**config.mk**
```make
export PLATFORM = sky130hd
export DESIGN_NAME = imem_fetch_ctrl
export DESIGN_NICKNAME = d
export VERILOG_FILES = /design/src/rtl/imem_fetch_ctrl.sv
export SDC_FILE = /design/constraint.sdc
export NUM_CORES = 1
export LEC_CHECK = 0
export ABC_AREA = 1
export CORE_ASPECT_RATIO = 0.7
export CORE_MARGIN = 4
export CORE_UTILIZATION = 60
export CTS_BUF_LIST = sky130_fd_sc_hd__clkbuf_8
export DETAILED_ROUTE_END_ITERATION = 16
export PLACE_DENSITY = 0.9
export SLEW_MARGIN = 20
export SYNTH_ARGS = -nofsm -noshare
export SYNTH_HDL_FRONTEND = slang
export SYNTH_SLANG_ARGS = --single-unit
```
**constraint.sdc**
```tcl
create_clock -name clk -period 4.95 [get_ports clk]
set_input_delay 0.495 -clock clk [delete_from_list [all_inputs] [get_ports clk]]
set_output_delay 0.495 -clock clk [all_outputs]
set_load 0.05 [all_outputs]
```
**src/rtl/imem_fetch_ctrl.sv**
```systemverilog
// imem_fetch_ctrl
//   Instruction-fetch sequencer for a synchronous instruction bank with a 1-cycle registered read.
//   Owns the PC, issues memread/address, absorbs the read latency in a small fetch buffer and
//   presents instructions to decode over a valid/ready handshake. Handles redirect, halt and
//   out-of-range fetch detection.
//
//   Optional feature macro: IFETCH_PERF_EN (adds stall_cnt / bubble_cnt performance counters).
//
// Ports
//   clk, rst_n        clock; asynchronous active-low reset
//   memread, address  read strobe and word-aligned byte address to the bank
//   readdata          bank data, valid the cycle after memread=1
//   if_valid/if_ready decode handshake; if_instr / if_pc carry the head instruction and its address
//   redirect_valid/pc single-cycle redirect; target bits [1:0] are ignored
//   halt_req          level; no new reads while high
//   fetch_err         sticky out-of-range flag, cleared by redirect or reset
//   stall_cnt         (IFETCH_PERF_EN) cycles with if_valid && !if_ready
//   bubble_cnt        (IFETCH_PERF_EN) RUN cycles with !if_valid && if_ready
module imem_fetch_ctrl #(
   parameter logic [31:0] RESET_PC   = 32'h0000_0000,
   parameter int unsigned FB_DEPTH   = 2,
   parameter int unsigned ADDR_LIMIT = 1024
) (
   input  logic        clk,
   input  logic        rst_n,
   output logic        memread,
   output logic [31:0] address,
   input  logic [31:0] readdata,
   output logic        if_valid,
   input  logic        if_ready,
   output logic [31:0] if_instr,
   output logic [31:0] if_pc,
   input  logic        redirect_valid,
   input  logic [31:0] redirect_pc,
   input  logic        halt_req,
`ifdef IFETCH_PERF_EN
   output logic [31:0] stall_cnt,
   output logic [31:0] bubble_cnt,
`endif
   output logic        fetch_err
);

   localparam int unsigned OccW = $clog2(FB_DEPTH + 1);

   typedef enum logic [1:0] {StIdle, StRun, StHalt, StErr} state_e;

   state_e            state_q, state_d;
   logic [31:0]       pc_q, pc_d;
   logic [31:0]       addr_q, addr_d;
   logic              epoch_q, epoch_d;
   logic              fetch_err_q, fetch_err_d;
   logic              inflight_q, inflight_d;
   logic              tag_q, tag_d;
   logic [31:0]       ret_pc_q, ret_pc_d;
   logic [OccW-1:0]   occ_q, occ_d, wr_idx;
   logic [31:0]       fb_instr_q [FB_DEPTH];
   logic [31:0]       fb_instr_d [FB_DEPTH];
   logic [31:0]       fb_pc_q    [FB_DEPTH];
   logic [31:0]       fb_pc_d    [FB_DEPTH];

   logic              issue, redirect_eff, has_credit, pc_oor, tgt_oor;
   logic              ret_live, push, pop, bypass;
   logic [31:0]       tgt;

   assign tgt          = redirect_pc & 32'hFFFF_FFFC;
   assign tgt_oor      = tgt >= ADDR_LIMIT;
   assign pc_oor       = pc_q >= ADDR_LIMIT;
   assign redirect_eff = redirect_valid && (state_q != StIdle);
   // Every outstanding read must have a buffer slot reserved for its return.
   assign has_credit   = (32'(occ_q) + 32'(inflight_q)) < FB_DEPTH;

   // A return from before the latest redirect carries a stale epoch and is dropped.
   assign ret_live = inflight_q && (tag_q == epoch_q);
   assign push     = ret_live && !redirect_eff;
   // Empty buffer: the returning word is shown directly so a redirect costs only two cycles.
   assign bypass   = (occ_q == '0) && ret_live;
   assign if_valid = (occ_q != '0) || ret_live;
   assign if_instr = bypass ? readdata : fb_instr_q[0];
   assign if_pc    = bypass ? ret_pc_q : fb_pc_q[0];
   assign pop      = if_valid && if_ready;

   assign memread   = issue;
   assign address   = issue ? pc_q : addr_q;
   assign fetch_err = fetch_err_q;

   always_comb begin
      state_d     = state_q;
      pc_d        = pc_q;
      epoch_d     = epoch_q;
      fetch_err_d = fetch_err_q;
      issue       = 1'b0;
      if (state_q == StIdle) begin
         state_d = StRun;
      end else if (redirect_eff) begin
         pc_d        = tgt;
         epoch_d     = ~epoch_q;
         fetch_err_d = tgt_oor;
         state_d     = tgt_oor ? StErr : StRun;
      end else begin
         case (state_q)
            StRun: begin
               if (halt_req) begin
                  state_d = StHalt;
               end else if (pc_oor) begin
                  state_d     = StErr;
                  fetch_err_d = 1'b1;
               end else if (has_credit) begin
                  issue = 1'b1;
                  pc_d  = pc_q + 32'd4;
               end
            end
            StHalt: if (!halt_req) state_d = StRun;
            default: ;
         endcase
      end
      inflight_d = issue;
      tag_d      = issue ? epoch_q : tag_q;
      ret_pc_d   = issue ? pc_q : ret_pc_q;
      addr_d     = address;
   end

   // Fetch buffer kept as a shift queue; entry 0 is the head.
   always_comb begin
      fb_instr_d = fb_instr_q;
      fb_pc_d    = fb_pc_q;
      wr_idx     = occ_q;
      occ_d      = occ_q;
      if (redirect_eff) begin
         occ_d = '0;
      end else begin
         if (pop && (occ_q != '0)) begin
            for (int i = 0; i < int'(FB_DEPTH) - 1; i++) begin
               fb_instr_d[i] = fb_instr_q[i+1];
               fb_pc_d[i]    = fb_pc_q[i+1];
            end
            wr_idx = occ_q - OccW'(1);
         end
         // A bypassed word taken by decode in its return cycle is never stored.
         if (push && !(pop && (occ_q == '0))) begin
            for (int i = 0; i < int'(FB_DEPTH); i++) begin
               if (OccW'(i) == wr_idx) begin
                  fb_instr_d[i] = readdata;
                  fb_pc_d[i]    = ret_pc_q;
               end
            end
            occ_d = wr_idx + OccW'(1);
         end else begin
            occ_d = wr_idx;
         end
      end
   end

   always_ff @(posedge clk or negedge rst_n) begin
      if (!rst_n) begin
         state_q     <= StIdle;
         pc_q        <= RESET_PC;
         addr_q      <= RESET_PC;
         epoch_q     <= 1'b0;
         fetch_err_q <= 1'b0;
         inflight_q  <= 1'b0;
         tag_q       <= 1'b0;
         ret_pc_q    <= '0;
         occ_q       <= '0;
         for (int i = 0; i < int'(FB_DEPTH); i++) begin
            fb_instr_q[i] <= '0;
            fb_pc_q[i]    <= '0;
         end
      end else begin
         state_q     <= state_d;
         pc_q        <= pc_d;
         addr_q      <= addr_d;
         epoch_q     <= epoch_d;
         fetch_err_q <= fetch_err_d;
         inflight_q  <= inflight_d;
         tag_q       <= tag_d;
         ret_pc_q    <= ret_pc_d;
         occ_q       <= occ_d;
         fb_instr_q  <= fb_instr_d;
         fb_pc_q     <= fb_pc_d;
      end
   end

`ifdef IFETCH_PERF_EN
   logic [31:0] stall_cnt_q, stall_cnt_d, bubble_cnt_q, bubble_cnt_d;

   always_comb begin
      stall_cnt_d  = stall_cnt_q;
      bubble_cnt_d = bubble_cnt_q;
      if (if_valid && !if_ready && (stall_cnt_q != '1)) stall_cnt_d = stall_cnt_q + 32'd1;
      if ((state_q == StRun) && !if_valid && if_ready && (bubble_cnt_q != '1)) begin
         bubble_cnt_d = bubble_cnt_q + 32'd1;
      end
   end

   always_ff @(posedge clk or negedge rst_n) begin
      if (!rst_n) begin
         stall_cnt_q  <= '0;
         bubble_cnt_q <= '0;
      end else begin
         stall_cnt_q  <= stall_cnt_d;
         bubble_cnt_q <= bubble_cnt_d;
      end
   end

   assign stall_cnt  = stall_cnt_q;
   assign bubble_cnt = bubble_cnt_q;
`endif

endmodule

```
==> impl_results.html <==
<table>
<tr><th>Metric</th><th>Value</th></tr>
<tr><th colspan="2">Yosys</th></tr>
<tr><td>Number of enable flip-flop cells after synthesis</td><td>0</td></tr>
<tr><td>Cell type with the highest aggregate area in the netlist</td><td>dfrtp_1</td></tr>
<tr><td>Net Count, Synth</td><td>1373</td></tr>
<tr><td>Fraction of the mapped netlist area in adder cells</td><td>0.609%</td></tr>
<tr><td>XOR/XNOR Fraction of Synth Area</td><td>less than 1%</td></tr>
<tr><td>Most numerous cell in the Yosys netlist</td><td>nor2_1</td></tr>
<tr><td>Count of yosys warnings during synthesis</td><td>0</td></tr>
<tr><td>Portion of the post-synthesis area used by sequential elements</td><td>55.0%</td></tr>
<tr><td>Mux cell area share after synthesis</td><td>0.292%</td></tr>
<tr><td>Area share of the largest cell type after synthesis</td><td>~55%</td></tr>
<tr><td>Post-synthesis area per instance</td><td>slightly below 8 um2</td></tr>
<tr><td>Fraction of the mapped netlist area in simple logic gates</td><td>24.6%</td></tr>
<tr><td>Count of different cell masters after synthesis</td><td>30</td></tr>
<tr><td>Combinational family with the most area after synthesis</td><td>simple AND/OR/NAND/NOR gates</td></tr>
<tr><td>Compound-gate portion of the synthesized area</td><td>about 11%</td></tr>
<tr><td>Yosys reg bits</td><td>226</td></tr>
<tr><td>Fraction of registers with async set/reset</td><td>100%</td></tr>
<tr><td>Most frequent cells after synthesis</td><td>336 x nor2_1, 254 x nand2_1, 226 x dfrtp_1</td></tr>
<tr><td>Mapped cell area</td><td>10300 um2</td></tr>
<tr><td>Cells taking the most area after synthesis</td><td>dfrtp_1 55%, nor2_1 12%, nand2_1 9.3%</td></tr>
<tr><td>Mapped Cells</td><td>approximately 1300</td></tr>
<tr><td>Ys flop type</td><td>dfrtp_1</td></tr>
<tr><th colspan="2">Power and ir drop</th></tr>
<tr><td>Leakage Power</td><td>0.00633 uW</td></tr>
<tr><td>Sequential group share of total power</td><td>52.6%</td></tr>
<tr><td>Switching Share</td><td>between 20% and 30%</td></tr>
<tr><td>Portion of total power attributed to combinational logic</td><td>5.9%</td></tr>
<tr><td>Clock network fraction of design power</td><td>41.5%</td></tr>
<tr><td>Largest voltage drop on the vdd net</td><td>218 uV</td></tr>
<tr><td>Power density relative to cell area</td><td>288 nW/um2</td></tr>
<tr><td>Internal power</td><td>between 2000 and 3000 uW</td></tr>
<tr><td>Total net switching power</td><td>between 800 and 900 uW</td></tr>
<tr><td>Pwr Total</td><td>3640 uW</td></tr>
<tr><th colspan="2">STA</th></tr>
<tr><td>Final slew viol count</td><td>0</td></tr>
<tr><td>Accumulated negative setup slack</td><td>0 ns</td></tr>
<tr><td>Count of final setup violators</td><td>0</td></tr>
<tr><td>Worst max-slew margin expressed relative to the limit</td><td>between 20% and 30%</td></tr>
<tr><td>RSZ-0062 raised after global routing</td><td>false</td></tr>
<tr><td>Minimum period implied by the final worst setup slack</td><td>3.84 ns</td></tr>
<tr><td>Final worst-path cycle share</td><td>77.6%</td></tr>
<tr><td>Setup Skew</td><td>0.0226 ns</td></tr>
<tr><td>Actual transition at the worst max-transition pin</td><td>around 1.1 ns</td></tr>
<tr><td>FMAX</td><td>260 MHz</td></tr>
<tr><td>Final hold vios</td><td>0</td></tr>
<tr><td>Hold Worst Slack</td><td>0.0726 ns</td></tr>
<tr><td>Final worst slack</td><td>approximately 1.1 ns</td></tr>
<tr><th colspan="2">Drt</th></tr>
<tr><td>Iteration count of the initial detailed-routing pass</td><td>5</td></tr>
<tr><td>Wirelength, routed</td><td>~24000 um</td></tr>
<tr><td>DR WL/cell</td><td>14.2 um</td></tr>
<tr><td>Total number of vias</td><td>8825</td></tr>
<tr><td>Number of DRC markers after the initial detailed-route iteration</td><td>~700</td></tr>
<tr><td>Drt drc</td><td>0</td></tr>
<tr><td>Count of nets left with antenna violations after detail routing</td><td>0</td></tr>
<tr><td>Number of vias per cell after detailed routing</td><td>5.22</td></tr>
<tr><th colspan="2">Setup path</th></tr>
<tr><td>Family of cells with the greatest summed delay on the critical path</td><td>buffers and inverters</td></tr>
<tr><td>Setup CP Type</td><td>reg2out</td></tr>
<tr><td>Max stage delay on crit path</td><td>0.94 ns</td></tr>
<tr><td>WP data arrival</td><td>3.35 ns</td></tr>
<tr><td>Number of buffer and inverter instances along the worst setup path</td><td>3</td></tr>
<tr><td>Worst Path Required</td><td>4.45 ns</td></tr>
<tr><td>Critical path cell sequence</td><td>nor2_1 -&gt; nand2_1 -&gt; nor2_1 -&gt; nand2_1 -&gt; nor2_2 -&gt; nand3_2 -&gt; buf_4 -&gt; inv_2 -&gt; clkdlybuf4s50_1</td></tr>
<tr><td>Nature of the critical path startpoint</td><td>register</td></tr>
<tr><td>Setup slack on the worst flop-to-flop path</td><td>1.84 ns</td></tr>
<tr><td>Master of the slowest instance on the critical path</td><td>clkdlybuf4s50_1</td></tr>
<tr><td>Critical Path End Type</td><td>output port</td></tr>
<tr><td>Peak fanout along the critical path</td><td>35</td></tr>
<tr><th colspan="2">Clocking</th></tr>
<tr><td>Clock tree from TritonCTS</td><td>yes</td></tr>
<tr><td>Clock Tree Buf Depth</td><td>3</td></tr>
<tr><td>Num CTS Buffers</td><td>35</td></tr>
<tr><td>CTS H-tree lvls</td><td>2</td></tr>
<tr><td>Clock transition at the registers of the reported paths</td><td>around 0.06 ns</td></tr>
<tr><td>Root Driver</td><td>clkbuf_8</td></tr>
<tr><td>Setup bufs post-CTS</td><td>0</td></tr>
<tr><td>Worst-skew pair later-pin latency</td><td>approximately 0.5 ns</td></tr>
<tr><td>Clock sink total</td><td>226</td></tr>
<tr><td>CTS hold repair buffers</td><td>0</td></tr>
<tr><td>Number of gates resized after CTS</td><td>0</td></tr>
<tr><th colspan="2">Floorplanning</th></tr>
<tr><td>Area of the die</td><td>approximately 19000 um2</td></tr>
<tr><td>Die height</td><td>between 100 and 150 um</td></tr>
<tr><td>Initial core utilization</td><td>62.1%</td></tr>
<tr><td>Die span in x</td><td>164 um</td></tr>
<tr><td>Boundary Pins</td><td>168</td></tr>
<tr><td>Core footprint</td><td>16500 um2</td></tr>
<tr><td>Cell row count</td><td>39</td></tr>
<tr><th colspan="2">Place</th></tr>
<tr><td>Post-DP HPWL</td><td>15500 um</td></tr>
<tr><td>Placed standard-cell area</td><td>between 10000 and 15000 um2</td></tr>
<tr><td>Worst Setup Slack post-DPL</td><td>1.26 ns</td></tr>
<tr><td>Routability-driven placement congestion ratio</td><td>between 0.9 and 1</td></tr>
<tr><td># port buffers</td><td>165</td></tr>
<tr><th colspan="2">Final layout</th></tr>
<tr><td>Total number of nets in the final design</td><td>about 1500</td></tr>
<tr><td>Total non-filler cell area in the finished layout</td><td>12700 um2</td></tr>
<tr><td>Area of the multi-input gates</td><td>between 3000 and 4000 um2</td></tr>
<tr><td>Layout fillers</td><td>1146</td></tr>
<tr><td>Diode insertion count for antenna repair</td><td>0</td></tr>
<tr><td>Combined flip-flop and latch cell area</td><td>5660 um2</td></tr>
<tr><td>Area added between synthesis and finish</td><td>23.1%</td></tr>
<tr><td>Ratio of cells with drive above 1 in the final layout</td><td>5.46%</td></tr>
<tr><th colspan="2">Hold path</th></tr>
<tr><td>Worst min-delay path category</td><td>in2async</td></tr>
<tr><th colspan="2">Global routing</th></tr>
<tr><td>Number of global-route vias before repair</td><td>8675</td></tr>
<tr><td>Number of antenna violations at the first check in global routing</td><td>0</td></tr>
<tr><td>First-pass GRT wire length</td><td>40700 um</td></tr>
<tr><td>GR Overflow Total</td><td>0</td></tr>
<tr><td>Global-route usage over all layers</td><td>25.1%</td></tr>
<tr><td>Largest net degree at the start of global routing</td><td>134</td></tr>
<tr><th colspan="2">Flow run</th></tr>
<tr><td># Max-Cap Violations</td><td>0</td></tr>
<tr><th colspan="2">Run status</th></tr>
<tr><td>Run status</td><td>finished clean</td></tr>
</table>
## logic make-up after synthesis
family                   count (synthesis)
buffers and inverters                  199
adder cells (fa/ha/maj)                  5
AND/OR/NAND/NOR                        641
XOR/XNOR                                 3
multiplexers                             3
flip-flops                             226
AO/OA/AOI/OAI                          222
## flip-flops by register name, summed over array words and instances, names as in the netlist
signal / count
addr_q: 32
epoch_q: 1
fb_instr_q: 64
fb_pc_q: 62
fetch_err: 1
inflight_q: 1
occ_q: 2
pc_q: 30
ret_pc_q: 30
state_q: 2
tag_q: 1
## final timing paths
check | startpoint | endpoint | cells past startpoint
worst max-delay path | pc_q[17]$_DFFE_PN0P_ | memread | 9
worst min-delay path | rst_n | addr_q[16]$_DFF_PN0_ | 1
worst max register to register | occ_q[0]$_DFF_PN0_ | fb_pc_q[23]$_DFFE_PN0P_ | 10
worst min register to register | pc_q[26]$_DFFE_PN0P_ | pc_q[26]$_DFFE_PN0P_ | 2
max in group asynchronous | rst_n | fb_instr_q[24]$_DFFE_PN0P_ | 2
min in group clk | pc_q[26]$_DFFE_PN0P_ | pc_q[26]$_DFFE_PN0P_ | 2
## per-layer routing
layer / GRT usage (%) / vias to the layer above / routed length (um)
li1: - / 4312 / -
met5: 0 / - / 0
met2: 38.5 / 304 / 11000
met1: 36.5 / 4170 / 10700
met3: 6.02 / 39 / 1900
met4: 6.44 / 0 / 396
## power groups by stage
stage               sequential [uW]  combinational (uW)  clock (uW)
finish                         1910                 216        1510
global route                   1920                 245        1630
CTS                            1910                 218        1530
detailed placement             1940                 216           0
global placement               1940                 208           0
floorplan                      1940                97.3           0
## worst reg2reg max path, cell delays in order, from the launching register on
cell	delay, ns
dfrtp_1	0.41
inv_1	0.07
ha_1	0.18
inv_1	0.09
nand2_1	0.11
inv_1	0.09
o21ai_0	0.30
ha_1	0.27
nand3_4	0.72
buf_4	0.58
o21ai_0	0.21
## placed cells by master, fill, tap and decap left out, types with 12 or more instances in the layout
master / instances
nor2_1: 336
inv_1: 136
clkbuf_8: 46
dfrtp_1: 226
nand2_1: 254
o21ai_0: 122
o21ai_1: 33
buf_4: 12
clkdlybuf4s50_1: 164
a21oi_1: 62
nand3_1: 28
## through the flow
step,cells,utilization (%)
after detailed placement,1635,72.4
final,1691,76.5
after global routing,1691,76.5
after global placement,1635,72.4
after floorplan,1299,-
after CTS,1691,76.5
## layout make-up
cell class,instances,area share [%]
Sequential cell,226,44.7
Multi-Input combinational cell,874,29.9
Timing Repair Buffer,178,14.0
Clock buffer,46,5.00
Inverter,132,3.92
Tap cell,225,2.22
Clock inverter,10,0.307
(Power assumes the default switching activity.)
